**src/rtl/ahb_pkg.sv**
```systemverilog
// Shared AHB-Lite constants for the bus master and anything on the same bus.
// Holds the transfer-type, size and response encodings plus the word alignment
// mask applied to command addresses before they reach HADDR.
package ahb_pkg;

    localparam logic [1:0]  HTRANS_IDLE     = 2'b00;
    localparam logic [1:0]  HTRANS_NONSEQ   = 2'b10;
    localparam logic [2:0]  HSIZE_WORD      = 3'b010;
    localparam logic        HRESP_OKAY      = 1'b0;
    localparam logic        HRESP_ERROR     = 1'b1;
    localparam logic [31:0] ADDR_ALIGN_MASK = 32'hFFFF_FFFC;

endpackage

```
**src/rtl/ahb_lite_master.sv**
```systemverilog
// AHB-Lite single-word bus master.
// Converts a valid/ready command stream into NONSEQ word transfers, overlapping
// the next address phase with the current data phase, and returns one response
// pulse per accepted command in acceptance order.
//
// Ports:
//   HCLK, HRESETn          bus clock, async active-low reset
//   HADDR/HTRANS/HWRITE    registered address-phase outputs
//   HSIZE                  constant word size
//   HWDATA                 registered data-phase write data
//   HRDATA/HREADY/HRESP    slave return path
//   cmd_*                  command handshake (cmd_ready is combinational)
//   rsp_*                  one-cycle response pulse, no backpressure
//   busy                   any address/data phase or cancelled response pending
module ahb_lite_master
    import ahb_pkg::*;
(
    input  logic        HCLK,
    input  logic        HRESETn,
    output logic [31:0] HADDR,
    output logic [1:0]  HTRANS,
    output logic        HWRITE,
    output logic [2:0]  HSIZE,
    output logic [31:0] HWDATA,
    input  logic [31:0] HRDATA,
    input  logic        HREADY,
    input  logic        HRESP,
    input  logic        cmd_valid,
    output logic        cmd_ready,
    input  logic        cmd_write,
    input  logic [31:0] cmd_addr,
    input  logic [31:0] cmd_wdata,
    output logic        rsp_valid,
    output logic        rsp_write,
    output logic [31:0] rsp_rdata,
    output logic        rsp_err,
    output logic        busy
);

    logic [31:0] haddr_q, haddr_d;
    logic [1:0]  htrans_q, htrans_d;
    logic        hwrite_q, hwrite_d;
    logic [31:0] hwdata_q, hwdata_d;
    logic [31:0] wstage_q, wstage_d;
    logic        dp_valid_q, dp_valid_d;
    logic        dp_write_q, dp_write_d;
    logic        cancel_pend_q, cancel_pend_d;
    logic        cancel_write_q, cancel_write_d;
    logic        rsp_valid_q, rsp_valid_d;
    logic        rsp_write_q, rsp_write_d;
    logic [31:0] rsp_rdata_q, rsp_rdata_d;
    logic        rsp_err_q, rsp_err_d;

    logic ap_valid, accept, promote, complete, err_first;

    assign ap_valid  = (htrans_q == HTRANS_NONSEQ);
    assign cmd_ready = HREADY & ~cancel_pend_q;
    assign accept    = cmd_valid & cmd_ready;
    assign promote   = HREADY & ap_valid;
    assign complete  = HREADY & dp_valid_q;
    // First cycle of a two-cycle ERROR: the queued address phase must be
    // withdrawn before the slave's HREADY=1 cycle would accept it.
    assign err_first = ~HREADY & (HRESP == HRESP_ERROR) & dp_valid_q & ap_valid;

    always_comb begin
        haddr_d        = haddr_q;
        htrans_d       = htrans_q;
        hwrite_d       = hwrite_q;
        hwdata_d       = hwdata_q;
        wstage_d       = wstage_q;
        dp_valid_d     = dp_valid_q;
        dp_write_d     = dp_write_q;
        cancel_pend_d  = cancel_pend_q;
        cancel_write_d = cancel_write_q;
        rsp_valid_d    = 1'b0;
        rsp_write_d    = rsp_write_q;
        rsp_rdata_d    = rsp_rdata_q;
        rsp_err_d      = rsp_err_q;

        // Address phase
        if (accept) begin
            haddr_d  = cmd_addr & ADDR_ALIGN_MASK;
            htrans_d = HTRANS_NONSEQ;
            hwrite_d = cmd_write;
            wstage_d = cmd_wdata;
        end else if (HREADY) begin
            htrans_d = HTRANS_IDLE;
        end else if (err_first) begin
            htrans_d       = HTRANS_IDLE;
            cancel_pend_d  = 1'b1;
            cancel_write_d = hwrite_q;
        end

        // Data phase: promotion wins over clearing on a shared edge
        if (promote) begin
            dp_valid_d = 1'b1;
            dp_write_d = hwrite_q;
            if (hwrite_q) hwdata_d = wstage_q;
        end else if (complete) begin
            dp_valid_d = 1'b0;
        end

        // Response slot; the cancelled-command response only goes out once the
        // errored transfer has drained, so the two can never share a cycle.
        if (complete) begin
            rsp_valid_d = 1'b1;
            rsp_write_d = dp_write_q;
            rsp_err_d   = HRESP;
            rsp_rdata_d = (!dp_write_q && HRESP == HRESP_OKAY) ? HRDATA : 32'h0;
        end else if (cancel_pend_q && !dp_valid_q) begin
            rsp_valid_d   = 1'b1;
            rsp_write_d   = cancel_write_q;
            rsp_err_d     = 1'b1;
            rsp_rdata_d   = 32'h0;
            cancel_pend_d = 1'b0;
        end
    end

    always_ff @(posedge HCLK or negedge HRESETn) begin
        if (!HRESETn) begin
            haddr_q        <= 32'h0;
            htrans_q       <= HTRANS_IDLE;
            hwrite_q       <= 1'b0;
            hwdata_q       <= 32'h0;
            wstage_q       <= 32'h0;
            dp_valid_q     <= 1'b0;
            dp_write_q     <= 1'b0;
            cancel_pend_q  <= 1'b0;
            cancel_write_q <= 1'b0;
            rsp_valid_q    <= 1'b0;
            rsp_write_q    <= 1'b0;
            rsp_rdata_q    <= 32'h0;
            rsp_err_q      <= 1'b0;
        end else begin
            haddr_q        <= haddr_d;
            htrans_q       <= htrans_d;
            hwrite_q       <= hwrite_d;
            hwdata_q       <= hwdata_d;
            wstage_q       <= wstage_d;
            dp_valid_q     <= dp_valid_d;
            dp_write_q     <= dp_write_d;
            cancel_pend_q  <= cancel_pend_d;
            cancel_write_q <= cancel_write_d;
            rsp_valid_q    <= rsp_valid_d;
            rsp_write_q    <= rsp_write_d;
            rsp_rdata_q    <= rsp_rdata_d;
            rsp_err_q      <= rsp_err_d;
        end
    end

    assign HADDR     = haddr_q;
    assign HTRANS    = htrans_q;
    assign HWRITE    = hwrite_q;
    assign HSIZE     = HSIZE_WORD;
    assign HWDATA    = hwdata_q;
    assign rsp_valid = rsp_valid_q;
    assign rsp_write = rsp_write_q;
    assign rsp_rdata = rsp_rdata_q;
    assign rsp_err   = rsp_err_q;
    assign busy      = ap_valid | dp_valid_q | cancel_pend_q;

endmodule

```
**config.mk**
```make
export PLATFORM = sky130hd
export DESIGN_NAME = ahb_lite_master
export DESIGN_NICKNAME = d
export VERILOG_FILES = /design/src/rtl/ahb_pkg.sv /design/src/rtl/ahb_lite_master.sv
export SDC_FILE = /design/constraint.sdc
export NUM_CORES = 1
export LEC_CHECK = 0
export ABC_AREA = 1
export CELL_PAD_IN_SITES_DETAIL_PLACEMENT = 2
export CELL_PAD_IN_SITES_GLOBAL_PLACEMENT = 2
export CORE_MARGIN = 10
export CORE_UTILIZATION = 25
export CTS_CLUSTER_SIZE = 16
export DETAILED_ROUTE_END_ITERATION = 7
export PLACE_DENSITY_LB_ADDON = 0.1
export SLEW_MARGIN = 10
export SYNTH_ARGS = -nofsm -noshare
export SYNTH_HDL_FRONTEND = slang
export SYNTH_SLANG_ARGS = --single-unit
```
**constraint.sdc**
```tcl
create_clock -name HCLK -period 1.25 [get_ports HCLK]
set_input_delay 0.1875 -clock HCLK [delete_from_list [all_inputs] [get_ports HCLK]]
set_output_delay 0.1875 -clock HCLK [all_outputs]
set_load 0.02 [all_outputs]
```
==> results of run 1 <==
[flip-flops by register name, indices dropped and copies added (netlist names)]
name and flops:
cancel_write_q 1, HWDATA 32, rsp_valid 1, wstage_q 32, cancel_pend_q 1, dp_write_q 1
rsp_rdata 32, HADDR 30, HTRANS 1, dp_valid_q 1, rsp_err 1, rsp_write 1
HWRITE 1
[stage by stage]
step	cells	hold WS (ps)	area (µm²)	TNS [ps]
after detailed placement	1073	61.6	7900	-48310
after floorplan	606	-108	5510	0
after global routing	1118	207	8430	-14710
after global placement	1073	63.4	7900	-43210
after CTS	1110	196	8150	-8190
final	1120	198	8430	-6980
[cell families (layout without fill, tap and decap cells)]
| group | Yosys count | count (layout) | share of synthesized area [%] |
|---|---|---|---|
| buf+inv | 52 | 284 | 6.37 |
| flops | 135 | 135 | 61.4 |
| compound gates | 2 | 2 | 0.182 |
| simple gates | 411 | 411 | 31.9 |
| other cells | 2 | 8 | 0.137 |
[worst max-delay path, cell delays in order, from the launching register on]
cell and delay (ps):
sky130_fd_sc_hd__dfrtp_1 400, sky130_fd_sc_hd__buf_6 130, sky130_fd_sc_hd__nor2_4 110, sky130_fd_sc_hd__buf_12 120, sky130_fd_sc_hd__buf_8 100
[final cells by class]
type	count	share of cell area [%]
clock inverter	14	2.05
tap	280	4.15
inverter	9	0.430
timing repair buffer	244	25.9
sequential	135	40.1
clock buffer	17	5.04
multi-input combinational	419	22.3
antenna	2	0.0593
[cells in the final DEF (no fill, tap or decap), drive strengths merged]
cell           instances
nand2                306
clkdlybuf4s15          1
inv                   13
dfrtp                135
conb                   6
o21ai                  2
bufinv                 3
diode                  2
clkinvlp               5
clkinv                 2
clkbuf                21
dlymetal6s2s           1
dlygate4sd3            1
clkdlybuf4s50         96
nand3                101
bufbuf                 2
buf                  139
nor2                   4
[layer usage]
layer	GRT usage [%]	routed length, µm
met2	24.7	11000
met5	0	0
met1	16.9	9030
met4	4.05	246
met3	5.38	1400
[power breakdown]
part | total (mW) | internal [mW] | switching, mW
registers | 5.83 | 5.26 | 0.571
clock network | 5.16 | 3.14 | 2.02
logic | 3.88 | 1.50 | 2.37
[how the worst min path moves through the flow]
stage | startpoint | endpoint | slack, ps | cells past startpoint
after detailed placement | HRESETn | rsp_rdata[18] | 60 | 1
after CTS | HRESETn | rsp_rdata[18] | 200 | 2
after floorplan | HRESETn | HADDR[10] | -110 | 0
final | HRESETn | rsp_rdata[18] | 200 | 2
after global routing | HRESETn | rsp_rdata[18] | 210 | 2
after global placement | HRESETn | rsp_rdata[18] | 60 | 1
[what timing repair did]
item                                   in CTS  in global routing
hold buffers                                1                  0
gates cloned                                2                  6
pin swaps                                   1                  5
resized for setup                         416                 42
setup buffers                               4                  2
endpoints found under the hold margin     135                  0
setup endpoints to repair                 164                129
==> impl_results.md, run 1 <==
- Outcome: finished, violations left
- Failing checks: setup timing
- DRC violation count after routing: 0
- Count of max-cap constraint violations: 0
- Antenna-violating nets left: 0
- Maximum fanout encountered on the critical timing path: 2
- Place WS: -442 ps
- Drt wl/cell: 19.4 µm
- Clock buffers created by TritonCTS: 17
- Worst-path clk slew: 60 ps
- Number of unique standard cell types used by synthesis: 17
- Chip width: 168 µm
- Synth top area cells: sky130_fd_sc_hd__dfrtp_1, sky130_fd_sc_hd__nand2_1, sky130_fd_sc_hd__nand3_1
- CTS H-Tree Depth: 4
- TritonCTS sink count: 135
- Starting DRC count in detailed routing: 221
- Count of standard-cell rows: 54
- Fin crit period: 1470 ps
- Total power density per cell area: 1760 nW/µm²
- Area fraction of the dominant cell type after synthesis: 61.4%
- Share of synthesized area occupied by flip-flops and latches: 61.4%
- Final clock skew: 12.5 ps
- Count of buffers from port buffering: 200
- Root Buffer Master: sky130_fd_sc_hd__clkbuf_16
- Number of global-route vias before repair: 5670
- Static leakage: 4.48 nW
- DR vias: 4967
- End of the worst register-to-register path: wstage_q[16]
- HPWL reported at the end of detailed placement: 14.9 mm
- Pin count of the biggest net entering global routing: 48
- Most frequent cells after synthesis: sky130_fd_sc_hd__nand2_1, sky130_fd_sc_hd__dfrtp_1, sky130_fd_sc_hd__nand3_1, sky130_fd_sc_hd__buf_2, sky130_fd_sc_hd__buf_4
- R2R depth: 7
- Peak clock frequency supported by timing: 678 MHz
- EDFF count, synth: 0
- DRT Wirelength: 21.7 mm
- Required arrival time at the worst endpoint: 1060 ps
- Most repeated cell in the gate-level netlist after synthesis: sky130_fd_sc_hd__nand2_1
- Number of synthesized register bits: 135
- Total design power: 14.9 mW
- Initial antenna violation count: 2
- Clock tree from TritonCTS: built
- Core utilization of the finished layout: 38.8%
- Area of the multi-input gates: 1880 µm²
- Per-instance average area after synthesis: 9.13 µm²
- Synth-to-Final Area Change: 53.4%
- Number of vias per cell: 4.43
- Die Ht: 168 µm
- Post-synthesis cell area: 5500 µm²
- Routability cong.: 0.755
- Cell accounting for the most synthesized area: sky130_fd_sc_hd__dfrtp_1
- Min setup slack post-route: -225 ps
- Overall fraction of global-route tracks in use: 14.6%
- Area taken by flip-flops and latches: 3380 µm²
- Primary FF master, synth: sky130_fd_sc_hd__dfrtp_1
- Hold crit path type: input port to asynchronous set/reset pin
- Later-pin clock latency in the skew report: 420 ps
- Count of endpoints failing hold in the final timing report: 0
- Worst endpoint data arrival time: 1290 ps
- Final clock period utilization by the worst path: 118%
- Layout cell share with drive strength beyond 1: 25.3%
- Warning count from the yosys run: 0
- Setup crit start: cancel_pend_q
- DIE AREA: 28300 µm²
- Maximum count of clock buffers along a single path: 2
- Worst R2R Start: cancel_pend_q
- CP Class: flop to output port
- Count of endpoints failing setup in the final report: 66
- CP Capture Point: cmd_ready
- First-pass GRT wire length: 32.9 mm
- Initial DRT Pass Iterations: 3
- Ys async rst share: 100%
- Slack of the worst reg-to-reg path: -190 ps
- Initial cell density of the core: 25.3%
- Synth Instances: 602
- NumNets Final: 928
- RSZ-0062 raised after global routing: true
- Type of element launching the critical path: flop
- Core box area: 21800 µm²
- Overflow left after global routing: 0
- Nature of the critical path endpoint: output port
- Final Max Slew Viols: 0
- I/O pin count: 209
- FILL cells: 2361
- Maximum ir drop on the vdd rail: 799 µV
(Power assumes the default switching activity.)
==> inputs of run 2 (changes only) <==
--- a/config.mk
+++ b/config.mk
@@ -17,3 +17,4 @@
 export SYNTH_ARGS = -nofsm -noshare
 export SYNTH_HDL_FRONTEND = slang
 export SYNTH_SLANG_ARGS = --single-unit
+export TNS_END_PERCENT = 10
==> impl_results.md, run 2 (synthesized netlist as in run 1, its figures left out) <==
- Initial antenna violation count: 2 (unchanged)
- Number of global-route vias before repair: 5651 (-0.34%)
- Failing checks: setup timing
- Clock tree from TritonCTS: built
- Area taken by flip-flops and latches: 3380 µm² (unchanged)
- CP Class: input port to output port
- Fin crit period: 1480 ps (+3.10 ps)
- Final clock skew: 12.1 ps (-0.400 ps)
- Outcome: finished, violations left
- Clock buffers created by TritonCTS: 17 (unchanged)
- Pin count of the biggest net entering global routing: 48 (unchanged)
- Synth-to-Final Area Change: 47.5%
- Static leakage: 4.32 nW (-3.7%)
- Leading cell type in the layout, fill and taps excluded: sky130_fd_sc_hd__nand2_1
- Maximum fanout encountered on the critical timing path: 7 (+5)
- Routability cong.: 0.755 (unchanged)
- DIE AREA: 28300 µm² (unchanged)
- Total power density per cell area: 1800 nW/µm² (+2.0%)
- Nature of the critical path endpoint: output port
- Final Max Slew Viols: 0 (unchanged)
- Final clock period utilization by the worst path: 118% (+0.25 points)
- Maximum ir drop on the vdd rail: 790 µV (-1.1%)
- Commonest cells after routing, fill and taps aside: sky130_fd_sc_hd__nand2_1, sky130_fd_sc_hd__dfrtp_1, sky130_fd_sc_hd__clkdlybuf4s50_1
- Count of buffers from port buffering: 200 (unchanged)
- Final total negative setup slack: -4590 ps (+2390 ps)
- Later-pin clock latency in the skew report: 420 ps (about the same)
- RSZ-0062 raised after global routing: true
- DRC violation count after routing: 0 (unchanged)
- Required arrival time at the worst endpoint: 1060 ps (about the same)
- TritonCTS sink count: 135 (unchanged)
- Maximum count of clock buffers along a single path: 2 (unchanged)
- DRT Wirelength: 20.2 mm (-6.9%)
- Overflow left after global routing: 0 (unchanged)
- Area of placed instances: 7900 µm² (unchanged)
- Number of vias per cell: 4.40 (-0.74%)
- First-pass GRT wire length: 32.3 mm (-1.8%)
- Worst endpoint data arrival time: 1290 ps (about the same)
- Overall fraction of global-route tracks in use: 14.2% (-0.33 points)
- CTS H-Tree Depth: 4 (unchanged)
- Chip width: 168 µm (unchanged)
- Root Buffer Master: sky130_fd_sc_hd__clkbuf_16
- Type of element launching the critical path: input port
- Area of the multi-input gates: 1790 µm² (-4.8%)
- Hold crit path type: input port to asynchronous set/reset pin
- Antenna-violating nets left: 0 (unchanged)
- Initial cell density of the core: 25.3% (unchanged)
- Peak clock frequency supported by timing: 677 MHz (-0.21%)
- Die Ht: 168 µm (unchanged)
- NumNets Final: 918 (-1.1%)
- HPWL reported at the end of detailed placement: 14.9 mm (unchanged)
- FILL cells: 2407 (+1.9%)
- Count of endpoints failing hold in the final timing report: 0 (unchanged)
- Final non-filler cell area: 8110 µm² (-3.9%)
- I/O pin count: 209 (unchanged)
- DR vias: 4886 (-1.6%)
- Worst hold-check slack: 199 ps (+0.979 ps)
- Count of max-cap constraint violations: 0 (unchanged)
- Drt wl/cell: 18.2 µm (-6.1%)
- Count of standard-cell rows: 54 (unchanged)
- Min setup slack post-route: -228 ps (-3.10 ps)
- Starting DRC count in detailed routing: 211 (-4.5%)
- Count of endpoints failing setup in the final report: 66 (unchanged)
- Core box area: 21800 µm² (unchanged)
- Layout cell share with drive strength beyond 1: 22.7% (-2.6 points)
- Place WS: -442 ps (unchanged)
- Initial DRT Pass Iterations: 4 (+1)
- Worst-path clk slew: 60 ps (about the same)
run 2: area by class of cell:
class / instances / share of cell area [%]
well taps: 280 / 4.32
repair buffers: 234 / 24.0
diodes: 2 / 0.0617
flip-flops and latches: 135 / 41.7
clock buffers: 17 / 5.25
multi-input cells: 419 / 22.1
clock inverters: 14 / 2.13
inverters: 9 / 0.417
run 2: metal layers:
metal | vias to the layer above | routed length (µm) | part of all wire [%] | GRT usage (%)
met3 | 16 | 1380 | 6.8 | 5.29
met4 | 0 | 231 | 1.1 | 4.05
met5 | - | 0 | 0 | 0
met2 | 130 | 10100 | 50 | 24.1
met1 | 2438 | 8490 | 42 | 16.4
li1 | 2302 | - | - | -
run 2: worst max-delay path: stages:
cell,delay [ps]
sky130_fd_sc_hd__clkdlybuf4s50_1,650
sky130_fd_sc_hd__inv_2,80
sky130_fd_sc_hd__nor2_4,150
sky130_fd_sc_hd__buf_12,120
sky130_fd_sc_hd__buf_8,100
run 2: worst paths after layout:
| check | start | endpoint | slack [ps] | cells past startpoint |
|---|---|---|---|---|
| worst max-delay path | HREADY | cmd_ready | -230 | 5 |
| min in group HCLK | cmd_valid | HADDR[20] | 280 | 4 |
| max in group asynchronous | HRESETn | HWDATA[10] | 520 | 3 |
| worst max register to register | cancel_pend_q | HADDR[19] | -110 | 7 |
| worst min-delay path | HRESETn | rsp_rdata[18] | 200 | 2 |
| worst min register to register | HADDR[10] | HADDR[10] | 470 | 2 |
run 2: what timing repair did:
| action | in CTS | in global routing |
|---|---|---|
| hold endpoints to repair | 135 | 0 |
| hold buffers | 1 | 0 |
| resized for setup | 411 | 7 |
| buffers inserted | 4 | 0 |
| pin swaps | 1 | 1 |
| endpoints found under the setup margin | 164 | 130 |
run 2: per-stage QoR:
step	power (mW)	utilization, %	instances
3_5_place_dp	10.3	36.3	1073
3_3_place_gp	10.1	36.3	1073
4_1_cts	14.9	37.1	1108
2_1_floorplan	7.71	-	606
6_report	14.6	37.3	1110
5_1_grt	15.4	37.2	1108
run 2: power by group:
part / internal (mW) / switching (mW)
clock: 3.14 / 2.03
combinational: 1.34 / 2.30
sequential: 5.26 / 0.513
total: 9.74 / 4.84
==> inputs of run 3 (changes only) <==
--- a/config.mk
+++ b/config.mk
@@ -5,11 +5,11 @@
 export SDC_FILE = /design/constraint.sdc
 export NUM_CORES = 1
 export LEC_CHECK = 0
-export ABC_AREA = 1
+export CAP_MARGIN = 20
 export CELL_PAD_IN_SITES_DETAIL_PLACEMENT = 2
 export CELL_PAD_IN_SITES_GLOBAL_PLACEMENT = 2
 export CORE_MARGIN = 10
-export CORE_UTILIZATION = 25
+export CORE_UTILIZATION = 29
 export CTS_CLUSTER_SIZE = 16
 export DETAILED_ROUTE_END_ITERATION = 7
 export PLACE_DENSITY_LB_ADDON = 0.1
==> impl_results.md, run 3 <==
- Worst endpoint data arrival time: 1840 ps (+550 ps)
- Drt wl/cell: 22.3 µm (+23%)
- Worst hold-check slack: 191 ps (-7.90 ps)
- Nature of the critical path endpoint: flop
- Fin crit period: 1550 ps (+69.4 ps)
- Number of synthesized register bits: 135 (unchanged)
- Static leakage: 4.06 nW (-5.9%)
- Layout cell share with drive strength beyond 1: 47.4% (+25 points)
- Count of endpoints failing setup in the final report: 124 (+88%)
- CP Class: flop to flop
- Hold crit path type: input port to asynchronous set/reset pin
- Overall fraction of global-route tracks in use: 14.2% (about the same)
- Post-synthesis cell area: 5420 µm² (-1.5%)
- Type of element launching the critical path: flop
- Routability cong.: 0.700 (-7.4%)
- Number of vias per cell: 4.56 (+3.5%)
- DRT Wirelength: 17.5 mm (-13%)
- Core box area: 18100 µm² (-17%)
- Non-filler instance count after layout: 786 (-29%)
- Maximum count of clock buffers along a single path: 2 (unchanged)
- Required arrival time at the worst endpoint: 1550 ps (+490 ps)
- Combinational family with the most area after synthesis: multiplexers
- Commonest cells after routing, fill and taps aside: sky130_fd_sc_hd__dfrtp_1, sky130_fd_sc_hd__clkdlybuf4s50_1, sky130_fd_sc_hd__buf_2
- Pin count of the biggest net entering global routing: 51 (+6.3%)
- Outcome: finished, violations left
- Total placed cells including tap cells: 746 (-30%)
- Slowest cell on the critical path: sky130_fd_sc_hd__dfrtp_1
- Post-synthesis compound-gate area fraction: 5.82% (+5.6 points)
- Count of standard-cell rows: 49 (-9.3%)
- Starting DRC count in detailed routing: 85 (-60%)
- Total power density per cell area: 1900 nW/µm² (+5.8%)
- Share of synthesized area occupied by flip-flops and latches: 62.4% (+0.94 points)
- Xor-xnor portion of the synthesized cell area: 0% (unchanged)
- Per-instance average area after synthesis: 17.2 µm² (+88%)
- Worst-path clk slew: 60 ps (about the same)
- Primary FF master, synth: sky130_fd_sc_hd__dfrtp_1
- Leading cell type in the layout, fill and taps excluded: sky130_fd_sc_hd__dfrtp_1
- Ys async rst share: 100% (unchanged)
- EDFF count, synth: 0 (unchanged)
- Place WS: -438 ps (+3.92 ps)
- Warning count from the yosys run: 0 (unchanged)
- Count of endpoints failing hold in the final timing report: 0 (unchanged)
- Synth Instances: 315 (-48%)
- Clock buffers created by TritonCTS: 17 (unchanged)
- I/O pin count: 209 (unchanged)
- Synth top area cells: sky130_fd_sc_hd__dfrtp_1, sky130_fd_sc_hd__mux2_4, sky130_fd_sc_hd__mux2_2
- Count of buffers from port buffering: 200 (unchanged)
- DRC violation count after routing: 0 (unchanged)
- Failing checks: setup timing
- Overflow left after global routing: 0 (unchanged)
- Final clock period utilization by the worst path: 124% (+5.5 points)
- Antenna-violating nets left: 0 (unchanged)
- First-pass GRT wire length: 26.4 mm (-18%)
- Count of max-cap constraint violations: 0 (unchanged)
- Number of unique standard cell types used by synthesis: 25 (+8)
- Final Max Slew Viols: 0 (unchanged)
- Initial cell density of the core: 29.8% (+4.6 points)
- Initial DRT Pass Iterations: 4 (unchanged)
- Antenna cell count: 0 (-2)
- HPWL reported at the end of detailed placement: 12.5 mm (-16%)
- Maximum fanout encountered on the critical timing path: 8 (+1)
- FILL cells: 1753 (-27%)
- Min setup slack post-route: -297 ps (-69.4 ps)
- Root Buffer Master: sky130_fd_sc_hd__clkbuf_16
- DR vias: 3582 (-27%)
- Number of global-route vias before repair: 4109 (-27%)
- Final non-filler cell area: 8150 µm² (+0.52%)
- Cell accounting for the most synthesized area: sky130_fd_sc_hd__dfrtp_1
- Initial antenna violation count: 0 (-2)
- Final total negative setup slack: -21270 ps (-16680 ps)
- WP buf/inv: 4 (unchanged)
- TritonCTS sink count: 135 (unchanged)
- Most common cell on crit path: sky130_fd_sc_hd__buf_6
- Share of synthesized cell area in full adder, half adder and majority cells: 0% (unchanged)
- Chip width: 157 µm (-6.9%)
- Clock tree from TritonCTS: built
- Maximum ir drop on the vdd rail: 940 µV (+19%)
- Most frequent cells after synthesis: sky130_fd_sc_hd__dfrtp_1, sky130_fd_sc_hd__mux2_4, sky130_fd_sc_hd__mux2_2, sky130_fd_sc_hd__a22o_1, sky130_fd_sc_hd__buf_4
- CTS H-Tree Depth: 4 (unchanged)
- Later-pin clock latency in the skew report: 420 ps (about the same)
- Core utilization of the finished layout: 44.9% (+7.6 points)
- Post-synthesis mux area share: 25.1% (+25 points)
- Crit path cell chain: buf_6, nand3b_1, buf_6, buf_12, clkbuf_16, mux2_4
- Peak clock frequency supported by timing: 646 MHz (-4.5%)
- Area fraction of the dominant cell type after synthesis: 62.4% (+0.94 points)
- Final clock skew: 9.86 ps (-2.20 ps)
- Basic-gate share of the synthesized area counting and, or, nand and nor cells: 1.52% (-30 points)
- Most repeated cell in the gate-level netlist after synthesis: sky130_fd_sc_hd__dfrtp_1
- Cell class contributing the biggest share of worst-path delay: buffers and inverters
- Highest cell delay on the worst timing path: 390 ps (-260 ps)
- Synth-to-Final Area Change: 50.5%
- Total design power: 15.5 mW (+6.4%)
- NumNets Final: 646 (-30%)
- Area of placed instances: 7780 µm² (-1.5%)
- DIE AREA: 24500 µm² (-13%)
- Die Ht: 157 µm (-6.9%)
- RSZ-0062 raised after global routing: true
-- run 3: worst paths after layout --
check                                   start       endpoint  slack [ps]  cells after the start
worst min register to register   rsp_rdata[9]   rsp_rdata[9]         500                      1
min in group HCLK                   HRDATA[0]   rsp_rdata[0]         380                      2
max in group asynchronous             HRESETn  rsp_rdata[24]         500                      3
worst max register to register  cancel_pend_q         HWRITE        -300                      6
worst min-delay path                  HRESETn  rsp_rdata[20]         190                      2
worst max-delay path            cancel_pend_q         HWRITE        -300                      6
-- run 3: kinds of logic (layout without fill, tap and decap cells) --
| logic type | count (synthesis) | count (layout) |
|---|---|---|
| buffers and inverters | 30 | 268 |
| and+or+nand+nor | 10 | 10 |
| AOI/OAI and AO/OA | 37 | 37 |
| DFF | 135 | 135 |
| muxes | 101 | 101 |
| other | 2 | 6 |
-- run 3: worst reg2reg max path, delay by kind of cell (launching register included) --
kind	cells	cell delay, ps
AND/OR/NAND/NOR	1	160
flip-flops	1	390
buffers and inverters	4	610
multiplexers	1	290
-- run 3: per-layer routing --
metal / share of wire, % / vias to the layer above / global-route usage (%)
met5: 0 / - / 0
met1: 41 / 1858 / 16.5
li1: - / 1573 / -
met2: 49 / 134 / 23.4
met3: 8.1 / 17 / 6.00
met4: 1.2 / 0 / 4.58
-- run 3: what timing repair did --
item	CTS	global route
hold endpoints to repair	135	0
endpoints found under the setup margin	228	136
hold buffers	1	0
resized for setup	431	32
pin swaps	19	3
cloned	2	1
buffers inserted	3	1
-- run 3: cell type report --
cell class / count / area, µm² / share of cell area [%]
inverters: 4 / 15.0 / 0.184
multi-input cells: 154 / 1900 / 23.3
well taps: 229 / 287 / 3.52
clock buffers: 23 / 468 / 5.74
flip-flops and latches: 135 / 3380 / 41.5
repair buffers: 232 / 2020 / 24.8
clock inverters: 9 / 76.3 / 0.936
-- run 3: power breakdown --
part,switching [mW],internal (mW)
Clock,1.86,2.82
Combinational,2.37,2.38
Sequential,0.633,5.46
Total,4.86,10.7
